### src/rtl/count_seq_ctrl_if.sv
// count_seq_ctrl_if: load handshake between a requester (master) and the counter (slave)
interface count_seq_ctrl_if;
    logic        load_req;
    logic [31:0] value;
    logic        load_ack;
    modport master (output load_req, value, input load_ack);
    modport slave (input load_req, value, output load_ack);
endinterface

### src/rtl/count_seq_ctrl.sv
// count_seq_ctrl: loadable run/pause counter with wrap at LIMIT and a one-cycle load handshake
module count_seq_ctrl #(
    parameter logic [31:0] STEP  = 32'd1,
    parameter logic [31:0] LIMIT = 32'hFFFF_FFFF
) (
    input  logic        CLK,
    input  logic        RST_N,
    input  logic        clr,
    input  logic        enable,
    count_seq_ctrl_if.slave ld,
    output logic [31:0] count,
    output logic [7:0]  led,
    output logic [1:0]  state,
    output logic        wrap,
    output logic        busy
);
    typedef enum logic [1:0] {IDLE, LOAD, RUN, PAUSE} state_t;
    state_t      st, nxt;
    logic [31:0] cnt_nxt;
    logic [32:0] sum;
    logic        ack, ack_nxt, wrap_nxt, run_step, over;
    always_ff @(posedge CLK or negedge RST_N) begin
        if (!RST_N) begin
            st    <= IDLE;
            count <= 32'd0;
            ack   <= 1'b0;
            wrap  <= 1'b0;
        end else begin
            st    <= nxt;
            count <= cnt_nxt;
            ack   <= ack_nxt;
            wrap  <= wrap_nxt;
        end
    end
    always_comb begin
        nxt = IDLE;
        if (!clr) begin
            case (st)
                IDLE, PAUSE: nxt = ld.load_req ? LOAD : enable ? RUN : st;
                LOAD:        nxt = enable ? RUN : IDLE;
                RUN:         nxt = ld.load_req ? LOAD : enable ? RUN : PAUSE;
                default:     nxt = IDLE;
            endcase
        end
    end
    // 33-bit sum avoids overflow; sum > LIMIT is equivalent to count > LIMIT-STEP
    always_comb begin
        sum      = {1'b0, count} + {1'b0, STEP};
        over     = sum > {1'b0, LIMIT};
        run_step = !clr && st == RUN && !ld.load_req && enable;
        cnt_nxt  = clr ? 32'd0 : st == LOAD ? ld.value :
                   run_step ? (over ? 32'd0 : sum[31:0]) : count;
        wrap_nxt = run_step && over;
        ack_nxt  = nxt == LOAD;
    end
    assign ld.load_ack = ack;
    assign busy        = st == LOAD || st == RUN;
    assign led         = count[23:16];
    assign state       = st;
endmodule

### src/flat_wrapper.sv
// flat-port wrapper written by rule: the top's interface ports become plain ports
module count_seq_ctrl_flat 
#(
    parameter logic [31:0] STEP  = 32'd1,
    parameter logic [31:0] LIMIT = 32'hFFFF_FFFF
)
  (CLK, RST_N, clr, enable, count, led, state, wrap, busy, ld_load_req, ld_value, ld_load_ack);
  count_seq_ctrl_if ld_i ();
  input  logic CLK;
  input  logic RST_N;
  input  logic clr;
  input  logic enable;
  output logic [31:0] count;
  output logic [7:0] led;
  output logic [1:0] state;
  output logic wrap;
  output logic busy;
  input wire logic [$bits(ld_i.load_req)-1:0] ld_load_req;
  input wire logic [$bits(ld_i.value)-1:0] ld_value;
  output wire logic [$bits(ld_i.load_ack)-1:0] ld_load_ack;
  assign ld_i.load_req = ld_load_req;
  assign ld_i.value = ld_value;
  assign ld_load_ack = ld_i.load_ack;
  count_seq_ctrl #(.STEP(STEP), .LIMIT(LIMIT)) u_core (.CLK(CLK), .RST_N(RST_N), .clr(clr), .enable(enable), .ld(ld_i), .count(count), .led(led), .state(state), .wrap(wrap), .busy(busy));
endmodule
### config.mk
export PLATFORM = sky130hd
export DESIGN_NAME = count_seq_ctrl_flat
export DESIGN_NICKNAME = d
export VERILOG_FILES = /design/src/rtl/count_seq_ctrl_if.sv /design/src/rtl/count_seq_ctrl.sv /design/src/flat_wrapper.sv
export SDC_FILE = /design/constraint.sdc
export NUM_CORES = 1
export LEC_CHECK = 0
export ABC_AREA = 1
export CAP_MARGIN = 20
export CORE_MARGIN = 1
export CORE_UTILIZATION = 46
export CTS_CLUSTER_DIAMETER = 120
export DETAILED_ROUTE_END_ITERATION = 8
export PLACE_DENSITY = 0.88
export REMOVE_ABC_BUFFERS = 1
export SYNTH_ARGS = -nofsm -noshare
export SYNTH_HDL_FRONTEND = slang
export SYNTH_SLANG_ARGS = --single-unit
export TNS_END_PERCENT = 50
### constraint.sdc
create_clock -name CLK -period 2.3 [get_ports CLK]
set_clock_uncertainty 0.1 [all_clocks]
set_input_delay 0.46 -clock CLK [delete_from_list [all_inputs] [get_ports CLK]]
set_output_delay 0.46 -clock CLK [all_outputs]
set_load 0.05 [all_outputs]
==> results.yml <==
sta:
  slew_headroom_pct: 65.3
  fin_hold_ws_ps: 21.7
  setup_viol: 33
  hold_violations: 0
  tightest_slew_ps: 520
  max_freq_mhz: 408
  finalCritPeriodShare_pct: 107
  fin_ws_ps: -152
  rsz0062_at_grt: "true"
  final.min_clock_period_ps: 2450
  slew_violations: 0
detailed_routing:
  drt_iter0_drc: 239
  antenna_left: 0
  viasPerCell: 4.96
  first_pass_iters: 5
  drc: 0
  vias: 4045
  wirelength_mm: 10.7
  wl_per_cell_um: 13.2
critical_path:
  r2r_cells: 15
  crit_arrival_ps: 2540
  path_max_fanout: 33
  worstSetupStartpoint: "u_core.count[1]"
  critPathRequiredTime_ps: 2390
  cp-end-kind: "flop"
  path_class: "flop to flop"
  startpoint_type: "flop"
  worstReg2RegStart: "u_core.count[1]"
floorplanning:
  row_count: 31
  die_h_um: 88.5
  io_pins: 82
  core_area_um2: 7250
  dieArea_um2: 7820
  die-width_um: 88.5
  start_util_pct: 47.4
clock_network:
  cts_tree: "done"
  clk_latency_ps: 300
  cts_buffers: 5
  cts.sink_count: 36
  clockBufferDepth: 2
  root_buffer: "clkbuf_8"
  cts_max_level: 2
  clk_pin_slew_ps: 80
  hold_buffers: 0
global_routing:
  grt_pass1_vias: 3745
  grt_pass1_wl_mm: 17.6
  grt_max_degree: 38
  track_usage_pct: 29.1
  antenna_found_initial: 0
  globalRouteOverflowTotal: 0
final_layout:
  n_fill_cell: 684
  post-route-util_pct: 67.7
  syn_to_final_growth_pct: 42.9
  nets: 756
  drive_gt1_share_pct: 19.3
  antenna_cells: 0
place:
  gp_congestion: 0.975
  place_hpwl_mm: 8.25
  portBuffers: 81
synthesis:
  netlist_area_um2: 3440
  avgSynthCellArea_um2: 5.85
  netlist_instances: 588
  synth_flop_cell: "dfrtp_1"
  synth_edf_count: 0
  ys_seq_area_share_pct: 26.2
  synth.distinct_cells: 29
  ys_warn_count: 0
  synth-seq-cells: 36
  async_flop_share_pct: 100
flow_run:
  drv_cap: 0
power:
  power_w: 0.00461
  ir_drop_uv: 750
  power_density_nw_per_um2: 939
  leakagePower_nw: 2.41
worst_hold_path:
  hp-class: "primary input to asynchronous set/reset pin"
status:
  status: "complete, but fails checks"
  violations: "setup timing"
state kept, by name, summed over array words and instances (netlist names):
| signal | flops |
|---|---|
| u_core.ld.load_ack | 1 |
| u_core.wrap | 1 |
| u_core.state | 2 |
| u_core.count | 32 |
area by class of cell:
cell class	count	area, µm²	area share [%]
clock buffers	6	82.6	1.68
repair buffers	148	1360	27.7
inverters	45	169	3.44
multi-input cells	479	2270	46.1
clock inverters	2	10.0	0.204
well taps	99	124	2.52
flip-flops and latches	36	901	18.3
report_power, final:
| group | switching [W] | internal [W] |
|---|---|---|
| Clock | 0.000258 | 0.000240 |
| Sequential | 0.000195 | 0.000813 |
| Combinational | 0.00194 | 0.00117 |
| Total | 0.00239 | 0.00223 |
routing by layer:
layer | track usage (%) | wire, µm
met1 | 39.5 | 4890
met5 | 0 | 0
met2 | 49.8 | 5200
met4 | 7.04 | 109
met3 | 2.80 | 545
cell families after synthesis:
logic type | share of synthesized area [%]
and+or+nand+nor | 58.4
buffers and inverters | 9.57
DFF | 26.2
AOI/OAI and AO/OA | 3.35
xor gates and xnor gates | 1.02
adders and majority gates | 1.46
cells in the final DEF (no fill, tap or decap), drive strengths merged:
cell,instances
inv,44
ha,4
nand2,295
buf,71
nand3,57
o21bai,5
nand3b,2
o21a,1
clkdlybuf4s50,73
clkinv,3
a211oi,2
dlymetal6s2s,4
a21oi,7
nor2,91
clkbuf,6
dfrtp,36
o21ai,3
xnor2,2
nand4,5
xor2,2
nor3,3
worst max-delay path, cell delays in order (launching register included):
cell and delay [ps]:
dfrtp_1 370, ha_2 220, nand3_1 160, nor2_4 220
nand3_4 120, o21bai_1 140, nand2_1 120, nor2_1 120
nand2_1 80, nor2_2 110, nand3_2 120, buf_12 210
nand3_2 80, nand2_1 50, nand2_1 70, nand2_1 60
through the flow:
stage / TNS, ps / area [µm²] / setup WS (ps) / std cells
CTS: -2190 / 4890 / -114 / 815
global route: -8970 / 4910 / -303 / 815
finish: -3860 / 4910 / -152 / 815
detailed placement: -5330 / 4730 / -210 / 803
floorplan: -52300 / 3280 / -1580 / 560
global placement: -1580 / 4730 / -70.6 / 803
timing repair:
action | CTS | global route
setup endpoints to repair | 33 | 37
buffers inserted | 4 | 0
endpoints found under the hold margin | 0 | 0
gates resized for setup | 10 | 7
pin swaps | 2 | 1
path summary, 6_finish.rpt:
path | end | slack [ps]
min in group CLK | u_core.count[31] | 450
max in group asynchronous | u_core.count[15] | 1890
setup reg to reg | u_core.count[6] | -150
hold reg to reg | u_core.count[31] | 450
hold / removal | u_core.count[9] | 20
setup / recovery | u_core.count[6] | -150
Yosys cell counts, types with 2 or more instances:
master	count	area [µm²]
nor2_4	6	67.6
inv_1	40	150
xnor2_1	2	17.5
buf_1	2	7.51
inv_2	4	15.0
nand2_1	291	1090
buf_4	8	60.1
dfrtp_1	36	901
nor3_1	3	15.0
buf_2	2	10.0
o21bai_1	5	37.5
xor2_1	2	17.5
nor2_2	7	43.8
nand3_1	30	150
o21ai_0	3	15.0
a21oi_1	7	35.0
buf_6	3	33.8
ha_1	4	50.1
nand3b_1	2	15.0
nand4_1	5	31.3
nor2_1	78	293
nand2_2	3	18.8
nand3_2	27	270
clkbuf_1	13	48.8
(Power assumes the default switching activity.)
